$ cat src/rtl/piggy_bank_multi.sv
// Multi-channel coin bank: debounced coin inputs feed saturating counters, and
// a snapshot of all counts is streamed over 8N1 UART as comma-separated hex.
module piggy_bank_multi #(
  parameter int NUM_CH       = 4,
  parameter int CNT_W        = 8,
  parameter int DEB_CYCLES   = 16,
  parameter int CLKS_PER_BIT = 87
) (
  input  logic                    clk,
  input  logic                    rst_n,
  input  logic                    ena,
  input  logic [NUM_CH-1:0]       coin_in,
  input  logic                    report_req,
  input  logic                    clear_req,
  output logic [NUM_CH*CNT_W-1:0] counts,
  output logic [NUM_CH-1:0]       sat,
  output logic                    o_Tx_Active,
  output logic                    o_Tx_Done,
  output logic                    o_Tx_Serial
);

  localparam int NUM_IN = NUM_CH + 1;
  localparam int DIG    = CNT_W / 4;
  localparam int DW     = $clog2(DEB_CYCLES + 1);
  localparam int BW     = $clog2(CLKS_PER_BIT + 1);
  localparam logic [CNT_W-1:0] CNT_MAX   = '1;
  localparam logic [BW-1:0]    BIT_LAST  = BW'(CLKS_PER_BIT - 1);
  localparam logic [BW-1:0]    STOP_LAST = BW'(CLKS_PER_BIT - 2);

  typedef enum logic [2:0] {
    S_IDLE, S_LOAD, S_START, S_DATA, S_STOP, S_NEXT, S_DONE
  } tx_state_t;

  logic [NUM_IN-1:0] raw, sync1, sync2, deb, deb_q, rise;
  logic [DW-1:0]     stab [NUM_IN];
  logic [NUM_CH-1:0] coin_ev;
  logic              report_ev;

  assign raw       = {report_req, coin_in};
  assign rise      = deb & ~deb_q;
  assign coin_ev   = rise[NUM_CH-1:0];
  assign report_ev = rise[NUM_CH];

  // Debounced level follows the synchronised input only after it has differed
  // from the current level for DEB_CYCLES consecutive cycles.
  always_ff @(posedge clk or negedge rst_n) begin
    if (!rst_n) begin
      sync1 <= '0;
      sync2 <= '0;
      deb   <= '0;
      deb_q <= '0;
      for (int i = 0; i < NUM_IN; i++) stab[i] <= '0;
    end else begin
      sync1 <= raw;
      sync2 <= sync1;
      deb_q <= deb;
      for (int i = 0; i < NUM_IN; i++) begin
        if (sync2[i] == deb[i]) begin
          stab[i] <= '0;
        end else if (stab[i] == DW'(DEB_CYCLES - 1)) begin
          deb[i]  <= sync2[i];
          stab[i] <= '0;
        end else begin
          stab[i] <= stab[i] + DW'(1);
        end
      end
    end
  end

  logic [CNT_W-1:0]  cnt [NUM_CH];
  logic [NUM_CH-1:0] bump;
  logic              do_clear, trig;

  assign do_clear = ena & clear_req;

  always_comb begin
    bump = '0;
    for (int i = 0; i < NUM_CH; i++)
      bump[i] = ena && !clear_req && coin_ev[i] && (cnt[i] != CNT_MAX);
  end

  // A counter already at its ceiling produces no bump, so it cannot retrigger a report.
  assign trig = do_clear | (|bump) | (ena & report_ev);

  always_ff @(posedge clk or negedge rst_n) begin
    if (!rst_n) begin
      sat <= '0;
      for (int i = 0; i < NUM_CH; i++) cnt[i] <= '0;
    end else if (do_clear) begin
      sat <= '0;
      for (int i = 0; i < NUM_CH; i++) cnt[i] <= '0;
    end else begin
      for (int i = 0; i < NUM_CH; i++) begin
        if (bump[i]) begin
          cnt[i] <= cnt[i] + 1'b1;
          if (cnt[i] == CNT_MAX - 1'b1) sat[i] <= 1'b1;
        end
      end
    end
  end

  for (genvar g = 0; g < NUM_CH; g++) begin : g_counts
    assign counts[g*CNT_W +: CNT_W] = cnt[g];
  end

  tx_state_t               state, state_nxt;
  logic [BW-1:0]           clk_cnt, clk_cnt_nxt;
  logic [2:0]              bit_idx, bit_idx_nxt;
  logic [3:0]              ch_sel, ch_sel_nxt;
  logic [3:0]              dig_sel, dig_sel_nxt;
  logic                    pending;
  logic [NUM_CH*CNT_W-1:0] shadow;
  logic [3:0]              nib;
  logic [7:0]              tx_byte;

  // A trigger arriving on the LOAD edge must survive, since the snapshot misses it.
  always_ff @(posedge clk or negedge rst_n) begin
    if (!rst_n) begin
      pending <= 1'b0;
      shadow  <= '0;
    end else begin
      if (state == S_LOAD) shadow <= counts;
      if (trig)                 pending <= 1'b1;
      else if (state == S_LOAD) pending <= 1'b0;
    end
  end

  always_ff @(posedge clk or negedge rst_n) begin
    if (!rst_n) begin
      state   <= S_IDLE;
      clk_cnt <= '0;
      bit_idx <= '0;
      ch_sel  <= '0;
      dig_sel <= '0;
    end else begin
      state   <= state_nxt;
      clk_cnt <= clk_cnt_nxt;
      bit_idx <= bit_idx_nxt;
      ch_sel  <= ch_sel_nxt;
      dig_sel <= dig_sel_nxt;
    end
  end

  // dig_sel walks the hex digits, then DIG is the separator slot (',' or CR) and DIG+1 is LF.
  always_comb begin
    nib     = 4'h0;
    tx_byte = 8'h0A;
    for (int c = 0; c < NUM_CH; c++)
      for (int d = 0; d < DIG; d++)
        if (ch_sel == 4'(c) && dig_sel == 4'(d))
          nib = shadow[c*CNT_W + (DIG-1-d)*4 +: 4];
    if (dig_sel < 4'(DIG))
      tx_byte = (nib < 4'd10) ? 8'h30 + {4'h0, nib} : 8'h37 + {4'h0, nib};
    else if (dig_sel == 4'(DIG))
      tx_byte = (ch_sel == 4'(NUM_CH - 1)) ? 8'h0D : 8'h2C;
  end

  // NEXT doubles as the final stop-bit cycle so consecutive bytes have no gap.
  always_comb begin
    state_nxt   = state;
    clk_cnt_nxt = clk_cnt;
    bit_idx_nxt = bit_idx;
    ch_sel_nxt  = ch_sel;
    dig_sel_nxt = dig_sel;
    o_Tx_Serial = 1'b1;
    o_Tx_Active = 1'b0;
    o_Tx_Done   = 1'b0;
    case (state)
      S_IDLE: if (pending) state_nxt = S_LOAD;
      S_LOAD: begin
        state_nxt   = S_START;
        clk_cnt_nxt = '0;
        ch_sel_nxt  = '0;
        dig_sel_nxt = '0;
      end
      S_START: begin
        o_Tx_Serial = 1'b0;
        o_Tx_Active = 1'b1;
        if (clk_cnt == BIT_LAST) begin
          state_nxt   = S_DATA;
          clk_cnt_nxt = '0;
          bit_idx_nxt = '0;
        end else begin
          clk_cnt_nxt = clk_cnt + BW'(1);
        end
      end
      S_DATA: begin
        o_Tx_Serial = tx_byte[bit_idx];
        o_Tx_Active = 1'b1;
        if (clk_cnt == BIT_LAST) begin
          clk_cnt_nxt = '0;
          if (bit_idx == 3'd7) state_nxt = S_STOP;
          else                 bit_idx_nxt = bit_idx + 3'd1;
        end else begin
          clk_cnt_nxt = clk_cnt + BW'(1);
        end
      end
      S_STOP: begin
        o_Tx_Active = 1'b1;
        if (clk_cnt == STOP_LAST) begin
          state_nxt   = S_NEXT;
          clk_cnt_nxt = '0;
        end else begin
          clk_cnt_nxt = clk_cnt + BW'(1);
        end
      end
      S_NEXT: begin
        o_Tx_Active = 1'b1;
        if (dig_sel == 4'(DIG + 1)) begin
          state_nxt = S_DONE;
        end else begin
          state_nxt   = S_START;
          clk_cnt_nxt = '0;
          if (dig_sel == 4'(DIG) && ch_sel != 4'(NUM_CH - 1)) begin
            ch_sel_nxt  = ch_sel + 4'd1;
            dig_sel_nxt = '0;
          end else begin
            dig_sel_nxt = dig_sel + 4'd1;
          end
        end
      end
      S_DONE: begin
        o_Tx_Done = 1'b1;
        state_nxt = S_IDLE;
      end
      default: state_nxt = S_IDLE;
    endcase
  end

endmodule

$ cat config.mk
export PLATFORM = sky130hd
export DESIGN_NAME = piggy_bank_multi
export DESIGN_NICKNAME = d
export VERILOG_FILES = /design/src/rtl/piggy_bank_multi.sv
export SDC_FILE = /design/constraint.sdc
export NUM_CORES = 1
export LEC_CHECK = 0
export CORE_MARGIN = 2
export CORE_UTILIZATION = 46
export CTS_BUF_LIST = sky130_fd_sc_hd__clkbuf_8
export CTS_CLUSTER_SIZE = 12
export DETAILED_ROUTE_END_ITERATION = 10
export PLACE_DENSITY = 0.78
export RECOVER_POWER = 100
export SLEW_MARGIN = 25
export SYNTH_ARGS = -nofsm -noshare
export SYNTH_HDL_FRONTEND = slang
export SYNTH_SLANG_ARGS = --single-unit
$ cat constraint.sdc
create_clock -name clk -period 3.75 [get_ports clk]
set_clock_uncertainty 0.2 [all_clocks]
set_input_delay 0.5625 -clock clk [delete_from_list [all_inputs] [get_ports clk]]
set_output_delay 0.5625 -clock clk [all_outputs]
set_load 0.02 [all_outputs]
==> metrics.cfg, run 1 <==
[timing]
slew_viol_final = 93
timing.final.crit_share_pct = 109
slew_headroom_pct = -50.1
fmax_ghz = 0.245
whs_ns = 0.151
fin_crit_ns = 4.09
fin_ws_ns = -0.338
setup-violations-final = 1
tightest_slew_ns = 2.25
grt_setup_unrepaired = true
hold_violations = 0

[finish]
finish.utilization_pct = 56.0
areaGrowthSynthToFinish_pct = 19.4
final_cell_mix = 135 x dfrtp_1, 59 x nor2_1, 46 x nand2_1, 46 x buf_4, 45 x o21ai_0
final_common_cell = dfrtp_1
diodes = 0
ff_latch_area_mm2 = 0.00338
finalNetCount = 769
fin_cells = 928
n_fill_cell = 1241
drive_gt1_share_pct = 19.0
multi_input_area_mm2 = 0.00312

[global_routing]
grt_pass1_wl_um = 25000
grt_max_degree = 93
grt_usage_pct = 19.8
antenna_found_initial = 0
grt_overflow_total = 0
grt_pass1_vias = 5230

[critical_path]
cp_slowest_cell = or4_4
rr_endpoint = state[2]
cp_max_fo = 5
timing.reg2reg.setup_slack_ns = 0.84
cp-start-kind = register
crit_top_cell = buf_4
arrival_ns = 3.33
critPathKind = register to output pin
r2r_cells = 8
cp.required_ns = 2.99
critPathMaxStageDelay_ns = 0.57
worstPathCellList = or4_4 > nor3b_4 > buf_4 > nand3b_1 > o31ai_2 > o31a_2 > buf_4 > a41oi_1 > a211o_1 > o2111ai_2 > buf_6
timing.rr.start = state[2]
cp-end-kind = output pin

[routing]
routed_wl_um = 15000
drtIter0Drc = 273
first_pass_iters = 5
drc = 0
drt-wirelength-per-cell_um = 16.1
ant_nets = 0
routed-via-count = 5232
routed_via_density = 5.64

[clock_network]
cts-buffers-inserted = 17
clk_latency_ns = 0.46
cts_tree = built
cts_buffer_depth = 2
path_clk_slew_ns = 0.07
cts_max_level = 4
cts_sinks = 135
clock-root-buffer = clkbuf_8

[synthesis]
yosysUniqueCellTypes = 67
synth_warnings = 0
yosysSeqAreaShare_pct = 50.0
avgSynthCellArea_um2 = 10.6
ys_seq_elements = 135
postSynth.asyncResetShare_pct = 100
postSynthCellCount = 636
syn_nets = 672
synth-edff-count = 0
synthesis.area_mm2 = 0.00676
ys.flop_type = dfrtp_1

[pwr]
powerDensity_mw_per_mm2 = 340
clkPwrFrac_pct = 43.0
p_leak_nw = 3.73
vdd_drop_max_mv = 0.213
p_int_mw = 2.12
seqPwrFrac_pct = 54.3
finalPower_mw = 2.75
switchingPower_mw = 0.627
p_comb_share_pct = 2.7
netSwitchingFraction_pct = 22.8

[floorplan]
core_area_mm2 = 0.0144
die_h_um = 125
start_util_pct = 46.8
num_rows = 44
design.die.area_mm2 = 0.0157
die_w_um = 125
io_pins = 48

[place]
dp_hpwl_um = 10700
placed_cells = 892
portBuffers = 47
gp_congestion = 0.826

[min_path]
hold_class = register to register
hold_end = sync2[3]
whs_path_depth = 0
hp-start = sync1[3]

[run]
drv_cap = 1

[run_status]
outcome = finished with violations
violations = capacitance limit, slew limit, setup timing

-- cell families (layout without fill, tap and decap cells) --
logic type	after synthesis	count (layout)	share of synthesized area, %
AND/OR/NAND/NOR	220	220	16.6
adder cells (fa/ha/maj)	27	27	5.00
buffers and inverters	48	156	4.09
XOR/XNOR	33	33	4.28
AO/OA/AOI/OAI	131	131	13.1
multiplexers	42	42	6.89
flip-flops	135	135	50.0
-- flip-flops by register name (all words and copies together), names as in the netlist, 4 cells and up --
name	count
shadow	32
dig_sel	4
deb_q	5
stab	25
sat	4
sync1	5
sync2	5
ch_sel	4
counts	32
clk_cnt	7
deb	5
-- worst max-delay path, delay by kind of cell (launching register included) --
family          cells  cell delay, ns
simple gates        3            0.99
compound gates      5            0.99
buf+inv             3            0.46
flops               1            0.42
-- synth_stat cells (10+ instances only) --
cell type,count,share of area [%]
a21oi_1,21,1.6
a22o_1,10,1.3
and3_1,12,1.1
dfrtp_1,135,50
ha_1,27,5.0
inv_1,26,1.4
mux2_2,36,6.0
nand2_1,46,2.6
nand2b_1,10,0.93
nand3_1,30,2.2
nand4_1,19,1.8
nor2_1,60,3.3
o21ai_0,47,3.5
xor2_1,30,3.9
-- per-layer routing --
layer | GRT usage [%] | up-vias | share of wire [%]
met5 | 0 | - | 0
met4 | 8.30 | 0 | 2.9
met3 | 5.35 | 39 | 4.2
met2 | 32.9 | 137 | 50
met1 | 24.5 | 2601 | 43
li1 | - | 2455 | -
-- through the flow --
| step | setup WS, ns | cell area [µm²] | TNS (ns) |
|---|---|---|---|
| after floorplan | 0.0174 | 6760 | 0 |
| after global placement | -0.259 | 7650 | -0.259 |
| after detailed placement | -0.337 | 7650 | -0.337 |
| after CTS | -0.306 | 8100 | -0.306 |
| after global routing | -0.469 | 8070 | -0.469 |
| final | -0.338 | 8070 | -0.338 |
-- power by group through the flow --
| stage | clock, mW | combinational [mW] | sequential (mW) |
|---|---|---|---|
| after global placement | 0 | 0.0759 | 1.52 |
| after global routing | 1.27 | 0.0873 | 1.49 |
| after detailed placement | 0 | 0.0810 | 1.52 |
| after CTS | 1.21 | 0.0821 | 1.49 |
| final | 1.18 | 0.0741 | 1.49 |
| after floorplan | 0 | 0.0310 | 1.52 |
-- layout make-up --
cell class / count / share of cell area (%)
clock buffer: 19 / 3.24
sequential: 135 / 41.9
inverter: 26 / 1.21
clock inverter: 11 / 1.55
tap: 184 / 2.85
multi-input combinational: 453 / 38.7
timing repair buffer: 100 / 10.6
-- worst max-delay path by stage --
stage / start / endpoint / slack [ns] / depth (start not counted)
floorplan: dig_sel[1] / o_Tx_Serial / 0.02 / 14
global placement: ch_sel[3] / o_Tx_Serial / -0.26 / 12
detailed placement: ch_sel[3] / o_Tx_Serial / -0.34 / 12
CTS: dig_sel[3] / o_Tx_Serial / -0.31 / 11
global route: ch_sel[3] / o_Tx_Serial / -0.47 / 11
finish: ch_sel[3] / o_Tx_Serial / -0.34 / 11
-- what timing repair did --
item                                   CTS  global route
buffers inserted                         4             1
endpoints found under the hold margin    2             0
setup endpoints to repair                1             1
hold buffers                             1             0
resized for setup                       13             3
pin swaps                                6             4
Power figures use the tool's default switching activity.
==> run 2: changes to the inputs <==
CORE_ASPECT_RATIO = 0.9   (was not set)
REMOVE_ABC_BUFFERS = 1   (was not set)
==> run 2 against run 1 <==
The run still ends with capacitance limit, slew limit, setup timing left; routed wire length rose by 0.41%; hold slack hardly changed; sequential share of layout area shrank 1.0 points; final cell count is 2.6% higher; combinational power up 3.2%; critical path depth is 2 higher; fmax grew 0.66%; largest power group unchanged.
==> metrics.cfg, run 2 (synthesis results as in run 1) <==
[critical_path]
endpoint = o_Tx_Serial
critPathMaxStageDelay_ns = 0.42
crit_top_cell = buf_4
arrival_ns = 3.30
worstPathCellList = nor4_4 > buf_4 > buf_4 > nand4_1 > a22oi_2 > a221oi_2 > o31a_2 > buf_4 > a21oi_4 > xnor2_2 > a211oi_2 > o2111ai_2 > buf_6
rr_endpoint = state[1]
cp-end-kind = output pin
cp.required_ns = 2.99
cp_max_fo = 6
critPathKind = register to output pin
timing.reg2reg.setup_slack_ns = 1.00
r2r_cells = 6
cp-start-kind = register
cp_slowest_cell = dfrtp_1
startpoint = ch_sel[3]
timing.rr.start = state[2]

[routing]
drtIter0Drc = 384
drt-wirelength-per-cell_um = 15.8
routed-via-count = 5237
routed_wl_um = 15000
ant_nets = 0
first_pass_iters = 5
routed_via_density = 5.50
drc = 0

[finish]
areaGrowthSynthToFinish_pct = 22.4
final_cell_area_mm2 = 0.00827
final_cell_mix = 135 x dfrtp_1, 59 x nor2_1, 50 x buf_4
diodes = 0
finalNetCount = 777
final_common_cell = dfrtp_1
drive_gt1_share_pct = 21.0

[timing]
hold_violations = 0
fin_ws_ns = -0.311
setup_tns_ns = -0.311
grt_setup_unrepaired = true
setup-violations-final = 1
fmax_ghz = 0.246
slew_headroom_pct = -0.792
slew_viol_final = 29
timing.final.crit_share_pct = 108
tightest_slew_ns = 1.51
fin_crit_ns = 4.06

[place]
dp_hpwl_um = 10600
dpl-instance-area_mm2 = 0.00767
portBuffers = 47
gp_congestion = 0.863

[pwr]
powerDensity_mw_per_mm2 = 337
finalPower_mw = 2.78
p_leak_nw = 3.81
vdd_drop_max_mv = 0.209

[run_status]
violations = capacitance limit, slew limit, setup timing
outcome = finished with violations

[clock_network]
path_clk_slew_ns = 0.07
cts_max_level = 4
clk_latency_ns = 0.45
cts_tree = built
cts_buffer_depth = 2
cts_sinks = 135
clock-root-buffer = clkbuf_8
cts-buffers-inserted = 17

[floorplan]
io_pins = 48
die_w_um = 132
core_area_mm2 = 0.0146
die_h_um = 119
num_rows = 42
start_util_pct = 46.4
design.die.area_mm2 = 0.0157

[global_routing]
grt_overflow_total = 0
grt_usage_pct = 19.8
grt_pass1_wl_um = 25000
grt_pass1_vias = 5194
grt_max_degree = 119
antenna_found_initial = 0

[min_path]
hold_class = register to register

[run]
drv_cap = 1

-- run 2: how the worst min path moves through the flow --
stage	cells after the start	endpoint	slack (ns)	startpoint
3_5_place_dp	0	sync2[4]	0.14	sync1[4]
4_1_cts	1	clk_cnt[5]	0.09	rst_n
6_report	0	sync2[4]	0.15	sync1[4]
2_1_floorplan	0	bit_idx[0]	0.07	rst_n
3_3_place_gp	0	sync2[2]	0.13	sync1[2]
5_1_grt	0	sync2[0]	0.16	sync1[0]
-- run 2: stage by stage --
step | cells | setup WS [ns] | hold slack [ns] | utilization (%)
6_report | 952 | -0.311 | 0.151 | 56.8
5_1_grt | 952 | -0.467 | 0.158 | 56.8
4_1_cts | 946 | -0.275 | 0.0875 | 56.3
3_5_place_dp | 907 | -0.301 | 0.136 | 52.7
3_3_place_gp | 907 | -0.295 | 0.132 | 52.7
2_1_floorplan | 614 | -0.0663 | 0.0669 | -
-- run 2: layout make-up --
type,count,area [µm²]
clock buffers,20,275
flip-flops and latches,135,3380
well taps,198,248
inverters,26,97.6
multi-input cells,453,3190
fillers,1199,6290
clock inverters,12,126
repair buffers,108,953
-- run 2: critical path, delay by kind of cell (launching register included) --
family	cells	cell delay [ns]
AO/OA/AOI/OAI	6	1.21
XOR/XNOR	1	0.10
buffers and inverters	4	0.62
flip-flops	1	0.42
AND/OR/NAND/NOR	2	0.48
-- run 2: where the power goes --
group          leakage [nW]  internal [mW]  switching, mW
registers              1.81           1.48         0.0148
logic                  1.80         0.0245         0.0520
clock network         0.204          0.641          0.576
total                  3.81           2.14          0.642
-- run 2: repair_timing --
| action | in CTS | in global routing |
|---|---|---|
| resized for setup | 24 | 11 |
| hold buffers | 0 | 1 |
| endpoints found under the hold margin | 0 | 27 |
| cloned | 1 | 0 |
| setup endpoints to repair | 1 | 1 |
| setup buffers | 6 | 4 |
| pin swaps | 15 | 16 |
-- run 2: per-layer routing --
layer | up-vias | global-route usage, % | wire length, µm
li1 | 2487 | - | -
met1 | 2614 | 25.2 | 6750
met2 | 110 | 32.9 | 7450
met3 | 26 | 4.94 | 593
met4 | 0 | 7.34 | 259
met5 | - | 0 | 0
